<file path="src/rtl/bht_pkg.sv">
// Shared definitions for the branch history table: counter state names,
// default counter type and reset value, and the saturating update rule.
package bht_pkg;

    // Named states of the default 2-bit counter.
    typedef enum logic [1:0] {
        SNT = 2'b00,
        WNT = 2'b01,
        WT  = 2'b10,
        ST  = 2'b11
    } cnt_state_e;

    typedef logic [1:0] cnt_t;

    localparam cnt_t INIT_VAL_DEFAULT = WT;

    // Saturating step of a counter that is `width` bits wide.
    // The value is carried in 32 bits so that one function serves every width.
    function automatic logic [31:0] sat_update(input logic [31:0] cnt,
                                               input logic        taken,
                                               input int unsigned width);
        logic [31:0] max_val;
        max_val = (width >= 32) ? '1 : ((32'd1 << width) - 32'd1);
        if (taken) begin
            return (cnt >= max_val) ? max_val : cnt + 32'd1;
        end
        return (cnt == '0) ? '0 : cnt - 32'd1;
    endfunction

endpackage

</file>
<file path="src/rtl/sat_counter_next.sv">
// Combinational next value of a saturating counter on a resolved branch.
module sat_counter_next
    import bht_pkg::*;
#(
    parameter int unsigned WIDTH = 2
) (
    input  logic [WIDTH-1:0] cnt,
    input  logic             taken,
    output logic [WIDTH-1:0] cnt_next
);

    // Increment on taken, decrement on not-taken, clamped at both ends.
    always_comb begin
        cnt_next = WIDTH'(sat_update(32'(cnt), taken, WIDTH));
    end

endmodule

</file>
<file path="src/rtl/branch_history_table.sv">
// Table of saturating branch predictors indexed by PC, with a registered
// predict port and an independent update port.
// Optional global-history (gshare) indexing is enabled by BHT_GSHARE_EN.
module branch_history_table
    import bht_pkg::*;
#(
    parameter int unsigned PC_WIDTH   = 32,
    parameter int unsigned INDEX_BITS = 6,
    parameter int unsigned CNT_WIDTH  = 2,
    parameter logic [CNT_WIDTH-1:0] INIT_VAL = CNT_WIDTH'(INIT_VAL_DEFAULT)
) (
    input  logic                  clk,
    input  logic                  reset,
    input  logic                  pred_req,
    input  logic [PC_WIDTH-1:0]   pred_pc,
    output logic                  pred_valid,
    output logic                  pred_taken,
    output logic [CNT_WIDTH-1:0]  pred_counter,
`ifdef BHT_GSHARE_EN
    output logic [INDEX_BITS-1:0] pred_hist,
    input  logic [INDEX_BITS-1:0] upd_hist,
`endif
    input  logic                  upd_valid,
    input  logic [PC_WIDTH-1:0]   upd_pc,
    input  logic                  upd_taken
);

    localparam int unsigned ENTRIES = 2 ** INDEX_BITS;

    logic [CNT_WIDTH-1:0]  tbl [ENTRIES];
    logic [INDEX_BITS-1:0] pred_idx;
    logic [INDEX_BITS-1:0] upd_idx;
    logic [CNT_WIDTH-1:0]  upd_cnt_next;

    // Only the word-aligned index bits select an entry; the rest alias freely.
    logic unused_pc_bits;
    assign unused_pc_bits = ^{pred_pc[PC_WIDTH-1:INDEX_BITS+2], pred_pc[1:0],
                              upd_pc[PC_WIDTH-1:INDEX_BITS+2], upd_pc[1:0]};

`ifdef BHT_GSHARE_EN
    logic [INDEX_BITS-1:0] ghr;

    // Index computation hashes the PC slice with global history.
    always_comb begin
        pred_idx = pred_pc[INDEX_BITS+1:2] ^ ghr;
        upd_idx  = upd_pc[INDEX_BITS+1:2] ^ upd_hist;
    end

    // Global history shifts in each resolved outcome.
    always_ff @(posedge clk or negedge reset) begin
        if (!reset) begin
            ghr <= '0;
        end else if (upd_valid) begin
            ghr <= INDEX_BITS'({ghr, upd_taken});
        end
    end

    // History used by a lookup is registered alongside the prediction.
    always_ff @(posedge clk or negedge reset) begin
        if (!reset) begin
            pred_hist <= '0;
        end else if (pred_req) begin
            pred_hist <= ghr;
        end
    end
`else
    // Index computation from the plain PC slice.
    always_comb begin
        pred_idx = pred_pc[INDEX_BITS+1:2];
        upd_idx  = upd_pc[INDEX_BITS+1:2];
    end
`endif

    sat_counter_next #(
        .WIDTH(CNT_WIDTH)
    ) u_sat_counter_next (
        .cnt      (tbl[upd_idx]),
        .taken    (upd_taken),
        .cnt_next (upd_cnt_next)
    );

    // Counter table: reset to INIT_VAL, one saturating write per cycle.
    always_ff @(posedge clk or negedge reset) begin
        if (!reset) begin
            for (int unsigned i = 0; i < ENTRIES; i++) begin
                tbl[i] <= INIT_VAL;
            end
        end else if (upd_valid) begin
            tbl[upd_idx] <= upd_cnt_next;
        end
    end

    // Registered lookup; reads the pre-update value when indices collide.
    always_ff @(posedge clk or negedge reset) begin
        if (!reset) begin
            pred_valid   <= 1'b0;
            pred_taken   <= 1'b0;
            pred_counter <= '0;
        end else begin
            pred_valid <= pred_req;
            if (pred_req) begin
                pred_counter <= tbl[pred_idx];
                pred_taken   <= tbl[pred_idx][CNT_WIDTH-1];
            end
        end
    end

endmodule

</file>
<file path="config.mk">
export PLATFORM = sky130hd
export DESIGN_NAME = branch_history_table
export DESIGN_NICKNAME = d
export VERILOG_FILES = /design/src/rtl/bht_pkg.sv /design/src/rtl/sat_counter_next.sv /design/src/rtl/branch_history_table.sv
export SDC_FILE = /design/constraint.sdc
export NUM_CORES = 1
export LEC_CHECK = 0
export ABC_CLOCK_PERIOD_IN_PS = 6900
export CAP_MARGIN = 20
export CELL_PAD_IN_SITES_DETAIL_PLACEMENT = 1
export CELL_PAD_IN_SITES_GLOBAL_PLACEMENT = 1
export CORE_MARGIN = 3
export CORE_UTILIZATION = 30
export DETAILED_ROUTE_END_ITERATION = 8
export PLACE_DENSITY_LB_ADDON = 0.1
export SLEW_MARGIN = 15
export SYNTH_ARGS = -nofsm -noshare
export SYNTH_HDL_FRONTEND = slang
export SYNTH_SLANG_ARGS = --single-unit
</file>
<file path="constraint.sdc">
create_clock -name clk -period 6.9 [get_ports clk]
set_input_delay 1.38 -clock clk [delete_from_list [all_inputs] [get_ports clk]]
set_output_delay 1.38 -clock clk [all_outputs]
set_load 0.05 [all_outputs]
</file>
==> run summary, run 1 <==
Post-synth top flop -> dfrtp_1
Die ar. -> 0.0265 sq mm
CTS tree -> done
final wirelength -> 23900 um
Yosys top cell by area -> dfstp_2
hold_sp -> tbl[78]$_DFFE_PN0P_
setup repair bufs after CTS -> 0
period utilization -> 0.662
Lkg Pwr -> 3.37 nW
Async SR Flop Fraction -> 1.00
min cycle time layout -> 4570 ps
DRT iter0 DRCs -> 276
CP required -> 7240 ps
Syn. warnings -> 0
WL per Instance -> 24.5 um
row cnt -> 56
Initial Utilization -> 0.310
relative slew slack -> 0.354
commonest cells after routing, fill and taps aside -> nand2_1 (138), mux2_2 (76), o21ai_0 (73)
port bufs -> 20
actual slew at the worst max-slew pin -> 968 ps
vias in the first global route -> 5655
DIE HEIGHT -> 163 um
GR Overflow Total -> 0
worst-skew pair later-pin latency -> 420 ps
status -> finished clean
f_max -> 0.219 GHz
Setup crit start kind -> primary input
clk root buf -> clkbuf_16
# Max-Cap Violations -> 0
post-synth top area share -> 0.228
Filler Cells Inserted -> 2584
Final Hold Fails -> 0
reg2reg end -> tbl[103]$_DFFE_PN1P_
PwrDens -> 269 mW/mm^2
Clock Path Buffers -> 2
Post-Syn Area per Cell -> 11.7 sq um
commonest non-fill, non-tap cell in the layout -> nand2_1
worst r2r src -> tbl[105]$_DFFE_PN1P_
GPL Wtd Cong -> 0.772
first-pass GRT wire length -> 36800 um
Yosys reg bits -> 131
worst vdd ir -> 0.123 mV
# resized after CTS -> 0
RSZ-0062 raised after global routing -> false
CP Max Fanout -> 64
setup violators final -> 0
syn_nets -> 698
Synth Area in XOR/XNOR -> 0
total number of vias -> 5280
DP HPWL -> 16100 um
Reg clk slew, reported paths -> 60 ps
Hold Path Stages -> 2
largest net degree at the start of global routing -> 99
post-synthesis simple-gate area fraction -> 0.105
Arr. time, crit path -> 4910 ps
Compound-Gate Fraction of Synth Area -> 0.0895
placed cell area -> 0.00787 sq mm
mux share of post-synthesis cell area -> 0.311
I/O Pins -> 73
sequential area share after synthesis -> 0.455
final antenna-violating net count -> 0
fin area -> 0.00848 sq mm
Post-Route Setup TNS -> 0 ps
synthesis-to-finish area growth -> 14.8%
crit path kind -> primary input to flip-flop
top cells by area, synth -> dfstp_2 (23%), dfrtp_1 (23%), mux4_2 (17%)
pins over their slew limit -> 0
sink of the worst hold path -> tbl[78]$_DFFE_PN0P_
die extent in x -> 163 um
Hold Path Class -> flip-flop to flip-flop
H-tree Lvls -> 4
sink count of the clock tree -> 131
Distinct cells, synth -> 46
EDFF count, synth -> 0
CTS buffer count -> 17
share of layout cells above drive strength 1 -> 0.390
worst reg-to-reg setup slack -> 3850 ps
Final #Nets -> 711
Ant. Diodes -> 0
initial antenna violation count -> 0
Setup crit end kind -> flip-flop
post-synthesis adder-cell area fraction -> 0.00322
Remaining DRCs -> 0
reg2reg path depth -> 7
Syn Inst Count -> 629
Layout Skew -> 8.53 ps
core area -> 0.0238 sq mm
synthesized area -> 0.00738 sq mm
Overall Global Routing Usage -> 0.189
hold-fix buffers at CTS -> 0
main combinational cell family by area after synthesis -> multiplexers
DR vias/cell -> 5.43
TritonRoute pass-1 iters -> 5
-- where the power goes --
part	switching (mW)	internal, mW
clock	0.364	0.601
sequential	0.0749	0.878
combinational	0.197	0.165
total	0.636	1.64
-- synthesized netlist by cell type, drive strengths merged (2+ instances only) --
master and instances:
nand2 138, mux2 78, o21ai 73, dfrtp 67, dfstp 64, mux4 56
buf 29, clkbuf 15, mux2i 15, nor2 14, a21oi 6, inv 6
nand3 6, o22ai 6, a211oi 5, and3b 5, nor3 4, a221oi 3
a2bb2oi 3, nor2b 3, nor3b 3, o2bb2ai 3, o31ai 3, a21boi 2
a22o 2, a22oi 2, and3 2, maj3 2, nand4 2, or2 2
-- worst max path at each step --
stage | start | to | slack, ps | cells past startpoint
after floorplan | pred_pc[2] | pred_counter[0]$_DFFE_PN0P_ | 2910 | 6
after global placement | upd_pc[3] | tbl[67]$_DFFE_PN1P_ | 1880 | 9
after detailed placement | upd_pc[3] | tbl[107]$_DFFE_PN1P_ | 1860 | 9
after CTS | upd_pc[3] | tbl[103]$_DFFE_PN1P_ | 2280 | 9
after global routing | upd_pc[3] | tbl[68]$_DFFE_PN0P_ | 2160 | 10
final | upd_pc[3] | tbl[103]$_DFFE_PN1P_ | 2330 | 9
-- stage by stage --
step           hold slack [ps]   util  instances  setup slack, ps  power [mW]
6_report                   504  0.356        973             2330        2.28
5_1_grt                    539  0.356        973             2160        2.39
4_1_cts                    505  0.356        973             2280        2.31
3_5_place_dp               493  0.330        942             1860        1.33
3_3_place_gp               477  0.330        941             1880        1.32
2_1_floorplan              459      -        629             2910        1.19
-- cell families after synthesis --
| logic type | after synthesis |
|---|---|
| and+or+nand+nor | 184 |
| muxes | 149 |
| DFF | 131 |
| AOI/OAI and AO/OA | 113 |
| buffers and inverters | 50 |
| adders and majority gates | 2 |
-- area by class of cell --
| type | count | area, sq um | area share |
|---|---|---|---|
| Tap cell | 319 | 399 | 0.0471 |
| Inverter | 6 | 22.5 | 0.00266 |
| Clock buffer | 17 | 425 | 0.0502 |
| Timing Repair Buffer | 38 | 329 | 0.0388 |
| Multi-Input combinational cell | 448 | 3760 | 0.443 |
| Sequential cell | 131 | 3360 | 0.396 |
| Clock inverter | 14 | 189 | 0.0223 |
-- flip-flops by register name, summed over array words and instances, names as in the netlist --
| register | count |
|---|---|
| tbl | 128 |
| pred_counter | 2 |
| pred_valid | 1 |
-- per-layer routing --
| layer | part of all wire | vias up | track usage |
|---|---|---|---|
| li1 | - | 2350 | - |
| met1 | 0.47 | 2811 | 0.268 |
| met3 | 0.034 | 22 | 0.0343 |
| met4 | 0.015 | 0 | 0.0461 |
| met2 | 0.48 | 97 | 0.300 |
| met5 | 0 | - | 0 |
-- worst max-delay path, cell delays in order --
cell      delay, ps
buf_2           460
buf_4           390
mux2_1          350
a221oi_1        300
o22ai_1         160
a22o_1          270
or4_1           520
maj3_4          640
mux2_2          390
No activity file was read; power rests on OpenSTA's default activity.
==> inputs of run 2 (changes only) <==
Settings changed: ABC_CLOCK_PERIOD_IN_PS 6900 to 3980.
Clock period 6.9 ns to 3.98 ns, I/O delays scaled along.
==> run 2 against run 1 <==
Critical path depth up 1. Final cell count increased by 2.5%. Register-to-register slack lost 2700 ps. Clock-buffer cell count up 2. Via count increased by 1.3%. Sequential share of layout area shrank 1.6 points. Sequential power up 73%. Highest routed layer unchanged.
==> run summary, run 2 (synthesized netlist as in run 1, its figures left out) <==
CTS tree -> done (unchanged)
# resized after CTS -> 0 (unchanged)
Largest regs -> tbl (128), pred_counter (2), pred_valid (1) (unchanged)
Placed Cells -> 965 (was 942)
WL per Instance -> 23.9 um (was 24.5 um)
placed cell area -> 0.00816 sq mm (was 0.00787 sq mm)
actual slew at the worst max-slew pin -> 679 ps (was 968 ps)
Setup crit start kind -> primary input (unchanged)
setup violators final -> 0 (unchanged)
Switching Power -> 1.11 mW (was 636 uW)
clock power share -> 0.441 (was 0.423)
status -> finished clean (unchanged)
RSZ-0062 raised after global routing -> false (unchanged)
worst path bufs/invs -> 3 (was 2)
PwrDens -> 469 mW/mm^2 (was 269 mW/mm^2)
DR vias/cell -> 5.37 (was 5.43)
Initial Utilization -> 0.310 (unchanged)
Layout Skew -> 9.42 ps (was 8.53 ps)
Clock Path Buffers -> 2 (unchanged)
worst setup margin -> 518 ps (was 2330 ps)
CP Max Fanout -> 30 (was 64)
CTS buffer count -> 17 (unchanged)
Ant. Diodes -> 0 (unchanged)
Reg clk slew, reported paths -> 60 ps (about the same)
Post-Route Setup TNS -> 0 ps (unchanged)
relative slew slack -> 0.547 (was 0.354)
I/O Pins -> 73 (unchanged)
dpl ws -> 12.5 ps (was 1860 ps)
Util after Layout -> 0.371 (was 0.356)
Final #Nets -> 734 (was 711)
Overall Global Routing Usage -> 0.190 (was 0.189)
port bufs -> 20 (unchanged)
core area -> 0.0238 sq mm (unchanged)
CP required -> 4320 ps (was 7240 ps)
worst vdd ir -> 0.227 mV (was 0.123 mV)
Min Hold Slack -> 391 ps (was 504 ps)
Arr. time, crit path -> 3800 ps (was 4910 ps)
Final Hold Fails -> 0 (unchanged)
slowest stage delay, CP -> 540 ps (was 640 ps)
f_max -> 0.289 GHz
total number of vias -> 5349 (was 5280)
fin area -> 0.00883 sq mm (was 0.00848 sq mm)
final antenna-violating net count -> 0 (unchanged)
H-tree Lvls -> 4 (unchanged)
Sw Share -> 0.267 (was 0.279)
Design Power -> 4.15 mW (was 2.28 mW)
DIE HEIGHT -> 163 um (unchanged)
Most flops, register -> tbl (unchanged)
setup repair bufs after CTS -> 0 (unchanged)
DP HPWL -> 17100 um (was 16100 um)
Reg power frac -> 0.398 (was 0.418)
DRT iter0 DRCs -> 330 (was 276)
Hold Path Class -> primary input to async pin (was flip-flop to flip-flop)
Remaining DRCs -> 0 (unchanged)
commonest cells after routing, fill and taps aside -> nand2_1 (138), mux2_2 (76), o21ai_0 (73) (unchanged)
Worst path slowest cell -> mux4_2 (was maj3_4)
largest net degree at the start of global routing -> 68 (was 99)
die extent in x -> 163 um (unchanged)
# Max-Cap Violations -> 0 (unchanged)
Cell Int Power -> 3.04 mW (was 1.64 mW)
Setup crit end kind -> flip-flop (unchanged)
clk root buf -> clkbuf_16 (unchanged)
row cnt -> 56 (unchanged)
critical path cell sequence -> clkdlybuf4s50_1 > buf_12 > mux4_2 > mux2i_1 > o22ai_1 > a211oi_1 > nand4_1 > maj3_2 > buf_4 > o21ai_0 (was buf_2 > buf_4 > mux2_1 > a221oi_1 > o22ai_1 > a22o_1 > or4_1 > maj3_4 > mux2_2)
initial antenna violation count -> 0 (unchanged)
crit path kind -> primary input to flip-flop (unchanged)
vias in the first global route -> 5967 (was 5655)
TritonRoute pass-1 iters -> 4 (was 5)
min cycle time layout -> 3460 ps
Final Non-Filler Cells -> 997 (was 973)
synthesis-to-finish area growth -> 19.6% (was 14.8%)
GPL Wtd Cong -> 0.799 (was 0.772)
CP delay by family, top -> buffers and inverters (unchanged)
first-pass GRT wire length -> 37600 um (was 36800 um)
Die ar. -> 0.0265 sq mm (unchanged)
commonest non-fill, non-tap cell in the layout -> nand2_1 (unchanged)
worst-skew pair later-pin latency -> 430 ps (was 420 ps)
Lkg Pwr -> 3.56 nW (was 3.37 nW)
final wirelength -> 23800 um (was 23900 um)
number of flip-flops in the largest register -> 128 (unchanged)
GR Overflow Total -> 0 (unchanged)
period utilization -> 0.870
sink count of the clock tree -> 131 (unchanged)
Filler Cells Inserted -> 2579 (was 2584)
pins over their slew limit -> 0 (unchanged)
share of layout cells above drive strength 1 -> 0.410 (was 0.390)
hold-fix buffers at CTS -> 0 (unchanged)
logic gate share of total power -> 0.161 (was 0.159)
## run 2: cell types whose count changed in the layout (fill, tap and decap cells not counted), moves of 2 or more
cell        change
buf_12         +10
buf_4          +13
bufinv_16       +2
clkinv_4        -2
clkinvlp_4      -2
inv_6           +2
## run 2: power by group through the flow
stage          clock (mW)  combinational, mW  sequential (mW)
2_1_floorplan           0              0.435             1.63
3_3_place_gp            0              0.667             1.66
3_5_place_dp            0              0.678             1.67
4_1_cts              1.87              0.682             1.65
5_1_grt              1.94              0.734             1.67
6_report             1.83              0.667             1.65
## run 2: final cells by class
type / count / area, sq um / area share
Sequential cell: 131 / 3360 / 0.380
Clock inverter: 13 / 229 / 0.0259
Timing Repair Buffer: 61 / 627 / 0.0710
Tap cell: 319 / 399 / 0.0452
Clock buffer: 19 / 443 / 0.0501
Multi-Input combinational cell: 448 / 3760 / 0.425
Inverter: 6 / 22.5 / 0.00255
## run 2: final timing paths
kind | startpoint | endpoint | slack [ps] | cells past startpoint
worst max-delay path | upd_pc[2] | tbl[56]$_DFFE_PN0P_ | 520 | 10
worst min-delay path | reset | tbl[124]$_DFFE_PN0P_ | 390 | 1
worst max register to register | tbl[105]$_DFFE_PN1P_ | tbl[49]$_DFFE_PN1P_ | 1120 | 8
worst min register to register | tbl[34]$_DFFE_PN0P_ | tbl[34]$_DFFE_PN0P_ | 510 | 2
max in group asynchronous | reset | tbl[49]$_DFFE_PN1P_ | 2780 | 2
min in group clk | tbl[34]$_DFFE_PN0P_ | tbl[34]$_DFFE_PN0P_ | 510 | 2
## run 2: layer usage
metal / up-vias / global-route usage / part of all wire / wire length (um)
li1: 2393 / - / - / -
met1: 2832 / 0.266 / 0.45 / 10800
met2: 100 / 0.304 / 0.48 / 11400
met3: 24 / 0.0333 / 0.049 / 1160
met4: 0 / 0.0546 / 0.018 / 440
met5: - / 0 / 0 / 0
## run 2: worst reg2reg max path, stage by stage, from the launching register on
cell	delay, ps
dfstp_2	380
mux2_1	290
a221oi_1	310
o22ai_1	170
a22o_1	270
or4_1	530
maj3_4	380
buf_12	180
mux2_2	290
==> inputs of run 3 (changes only) <==
Settings changed: SYNTH_HIERARCHICAL from default to 1.
==> run 3 against run 2 <==
Sequential share of layout area shrank 1.0 points. Design area rose by 2.7%. Setup slack worse by 49 ps. Synthesized cell count fell by 1.6%. Clock skew about the same. Critical endpoint is now tbl[78]$_DFFE_PN0P_. Highest routed layer unchanged.
==> run summary, run 3 <==
Initial Utilization -> 0.309 (was 0.310)
GPL Wtd Cong -> 0.863 (was 0.799)
final antenna-violating net count -> 0 (unchanged)
worst vdd ir -> 0.269 mV (was 0.227 mV)
initial antenna violation count -> 0 (unchanged)
Yosys top cell by area -> dfstp_2 (unchanged)
min cycle time layout -> 3510 ps (was 3460 ps)
CP required -> 4280 ps (was 4320 ps)
critical path cell sequence -> buf_2 > buf_12 > mux2i_1 > mux4_2 > a21oi_1 > a2111oi_2 > nand4_1 > maj3_2 > buf_12 > mux2_1 (was clkdlybuf4s50_1 > buf_12 > mux4_2 > mux2i_1 > o22ai_1 > a211oi_1 > nand4_1 > maj3_2 > buf_4 > o21ai_0)
reg2reg path depth -> 8 (unchanged)
Post-synth top flop -> dfrtp_1 (unchanged)
commonest cells after routing, fill and taps aside -> mux2_2 (146), dfrtp_1 (67), dfstp_2 (64) (was nand2_1 (138), mux2_2 (76), o21ai_0 (73))
Most flops, register -> tbl (unchanged)
period utilization -> 0.882 (was 0.870)
post-synth top area share -> 0.220 (was 0.228)
pins over their slew limit -> 0 (unchanged)
row cnt -> 57 (was 56)
Distinct cells, synth -> 47 (was 46)
crit path kind -> primary input to flip-flop (unchanged)
Lkg Pwr -> 3.71 nW (was 3.56 nW)
# Max-Cap Violations -> 0 (unchanged)
GR Util met1 -> 0.286 (was 0.266)
EDFF count, synth -> 0 (unchanged)
DIE HEIGHT -> 166 um (was 163 um)
grt met3 use -> 0.0322 (was 0.0333)
crit path from -> upd_pc[2] (unchanged)
DR vias/cell -> 5.52 (was 5.37)
Ant. Diodes -> 0 (unchanged)
clk root buf -> clkbuf_16 (unchanged)
Largest regs -> tbl (128), pred_counter (2), pred_valid (1) (unchanged)
worst r2r src -> tbl[101]$_DFFE_PN1P_ (was tbl[105]$_DFFE_PN1P_)
dpl ws -> 31.7 ps (was 12.5 ps)
gr busiest metal -> met2 (unchanged)
die extent in x -> 166 um (was 163 um)
Design Power -> 4.15 mW (about the same)
Yosys reg bits -> 131 (unchanged)
Post-Route Setup TNS -> 0 ps (unchanged)
top cells by area, synth -> dfstp_2 (22%), dfrtp_1 (22%), mux2_2 (22%) (was dfstp_2 (23%), dfrtp_1 (23%), mux4_2 (17%))
worst reg-to-reg setup slack -> 1040 ps (was 1120 ps)
Clock Path Buffers -> 2 (unchanged)
H-tree Lvls -> 4 (unchanged)
Remaining DRCs -> 0 (unchanged)
Min Hold Slack -> 433 ps (was 391 ps)
TritonRoute pass-1 iters -> 4 (unchanged)
Setup crit end kind -> flip-flop (unchanged)
fin area -> 0.00908 sq mm (was 0.00883 sq mm)
setup violators final -> 0 (unchanged)
Placed Cells -> 964 (was 965)
worst-skew pair later-pin latency -> 420 ps (was 430 ps)
Worst path slowest cell -> a2111oi_2 (was mux4_2)
Final Non-Filler Cells -> 996 (was 997)
core area -> 0.0247 sq mm (was 0.0238 sq mm)
DP HPWL -> 19000 um (was 17100 um)
vias in the first global route -> 6114 (was 5967)
sequential area share after synthesis -> 0.440 (was 0.455)
first-pass GRT wire length -> 40800 um (was 37600 um)
Syn Inst Count -> 619 (was 629)
share of layout cells above drive strength 1 -> 0.509 (was 0.410)
Synth top cells by count -> mux2_2 (146), dfrtp_1 (67), dfstp_2 (64) (was nand2_1 (138), mux2_2 (76), o21ai_0 (73))
CTS tree -> done (unchanged)
hold-fix buffers at CTS -> 0 (unchanged)
slowest stage delay, CP -> 450 ps (was 540 ps)
Reg clk slew, reported paths -> 60 ps (about the same)
total number of vias -> 5493 (was 5349)
syn_nets -> 688 (was 698)
WL per Instance -> 26.7 um (was 23.9 um)
synthesized area -> 0.00763 sq mm (was 0.00738 sq mm)
Filler Cells Inserted -> 2666 (was 2579)
# resized after CTS -> 0 (unchanged)
Layout Skew -> 9.62 ps (was 9.42 ps)
commonest non-fill, non-tap cell in the layout -> mux2_2 (was nand2_1)
worst setup margin -> 469 ps (was 518 ps)
port bufs -> 20 (unchanged)
GR Overflow Total -> 0 (unchanged)
most frequent cell after synthesis -> mux2_2 (was nand2_1)
reg2reg end -> tbl[78]$_DFFE_PN0P_ (was tbl[49]$_DFFE_PN1P_)
crit-path most repeated cell -> buf_12
synthesis-to-finish area growth -> 18.9% (was 19.6%)
Overall Global Routing Usage -> 0.206 (was 0.190)
placed cell area -> 0.00841 sq mm (was 0.00816 sq mm)
Hold Path Class -> primary input to async pin (unchanged)
Arr. time, crit path -> 3810 ps (was 3800 ps)
relative slew slack -> 0.462 (was 0.547)
Final Hold Fails -> 0 (unchanged)
Post-Syn Area per Cell -> 12.3 sq um (was 11.7 sq um)
Util after Layout -> 0.368 (was 0.371)
Setup crit start kind -> primary input (unchanged)
CP Max Fanout -> 48 (was 30)
register area -> 0.00336 sq mm (unchanged)
largest net degree at the start of global routing -> 55 (was 68)
status -> finished clean (unchanged)
met2 GRT Util -> 0.336 (was 0.304)
DRT iter0 DRCs -> 326 (was 330)
I/O Pins -> 73 (unchanged)
Final #Nets -> 728 (was 734)
multi-input logic area -> 0.00401 sq mm (was 0.00376 sq mm)
Worst setup endpoint -> tbl[78]$_DFFE_PN0P_ (was tbl[56]$_DFFE_PN0P_)
number of flip-flops in the largest register -> 128 (unchanged)
RSZ-0062 raised after global routing -> false (unchanged)
Syn. warnings -> 6 (was 0)
Async SR Flop Fraction -> 1.00 (unchanged)
setup repair bufs after CTS -> 0 (unchanged)
CTS buffer count -> 17 (unchanged)
final wirelength -> 26600 um (was 23800 um)
PwrDens -> 457 mW/mm^2 (was 469 mW/mm^2)
sink count of the clock tree -> 131 (unchanged)
Die ar. -> 0.0274 sq mm (was 0.0265 sq mm)
actual slew at the worst max-slew pin -> 805 ps (was 679 ps)
f_max -> 0.285 GHz (was 0.289 GHz)
run 3: cell types whose count changed in the layout (fill, tap and decap cells not counted), sizes merged, moves of 5 or more:
| cell | previous run | this run |
|---|---|---|
| o22ai | 6 | 11 |
| nor2b | 3 | 16 |
| buf | 46 | 54 |
| a2111oi | 0 | 5 |
| mux4 | 56 | 36 |
| a22oi | 2 | 11 |
| o21ai | 73 | 9 |
| nor2 | 14 | 42 |
| inv | 8 | 3 |
| nand2 | 138 | 51 |
| mux2 | 78 | 152 |
| a221oi | 3 | 17 |
run 3: cell families after synthesis:
logic type | count (synthesis) | share of synthesized area
AOI/OAI and AO/OA | 73 | 0.0695
DFF | 131 | 0.440
muxes | 207 | 0.356
buffers and inverters | 52 | 0.0347
adders and majority gates | 2 | 0.00295
and+or+nand+nor | 154 | 0.0970
run 3: worst min path at each step:
| stage | slack, ps | depth (start not counted) | startpoint | to |
|---|---|---|---|---|
| finish | 430 | 1 | reset | tbl[92]$_DFFE_PN0P_ |
| global route | 470 | 1 | reset | tbl[84]$_DFFE_PN0P_ |
| CTS | 450 | 1 | reset | tbl[92]$_DFFE_PN0P_ |
| detailed placement | 520 | 1 | tbl[4]$_DFFE_PN0P_ | tbl[4]$_DFFE_PN0P_ |
| global placement | 510 | 1 | tbl[4]$_DFFE_PN0P_ | tbl[4]$_DFFE_PN0P_ |
| floorplan | 480 | 1 | tbl[122]$_DFFE_PN0P_ | tbl[122]$_DFFE_PN0P_ |
run 3: report_power, final:
group          switching, mW  leakage (nW)  internal, mW
sequential             0.138          1.56          1.52
clock                  0.640         0.313          1.18
combinational          0.351          1.84         0.328
run 3: cell type report:
class	instances	share of cell area
Multi-Input combinational cell	436	0.442
Tap cell	324	0.0447
Clock buffer	19	0.0477
Timing Repair Buffer	69	0.0684
Sequential cell	131	0.370
Clock inverter	13	0.0258
Inverter	4	0.00165
run 3: critical path, delay by kind of cell:
kind	cells	cell delay [ps]
AOI/OAI and AO/OA	2	520
adders and majority gates	1	420
buffers and inverters	3	850
muxes	3	890
and+or+nand+nor	1	280
run 3: layer usage:
| metal | up-vias | share of wire |
|---|---|---|
| met5 | - | 0 |
| met4 | 0 | 0.013 |
| met3 | 21 | 0.030 |
| met2 | 92 | 0.49 |
| met1 | 2983 | 0.47 |
| li1 | 2397 | - |
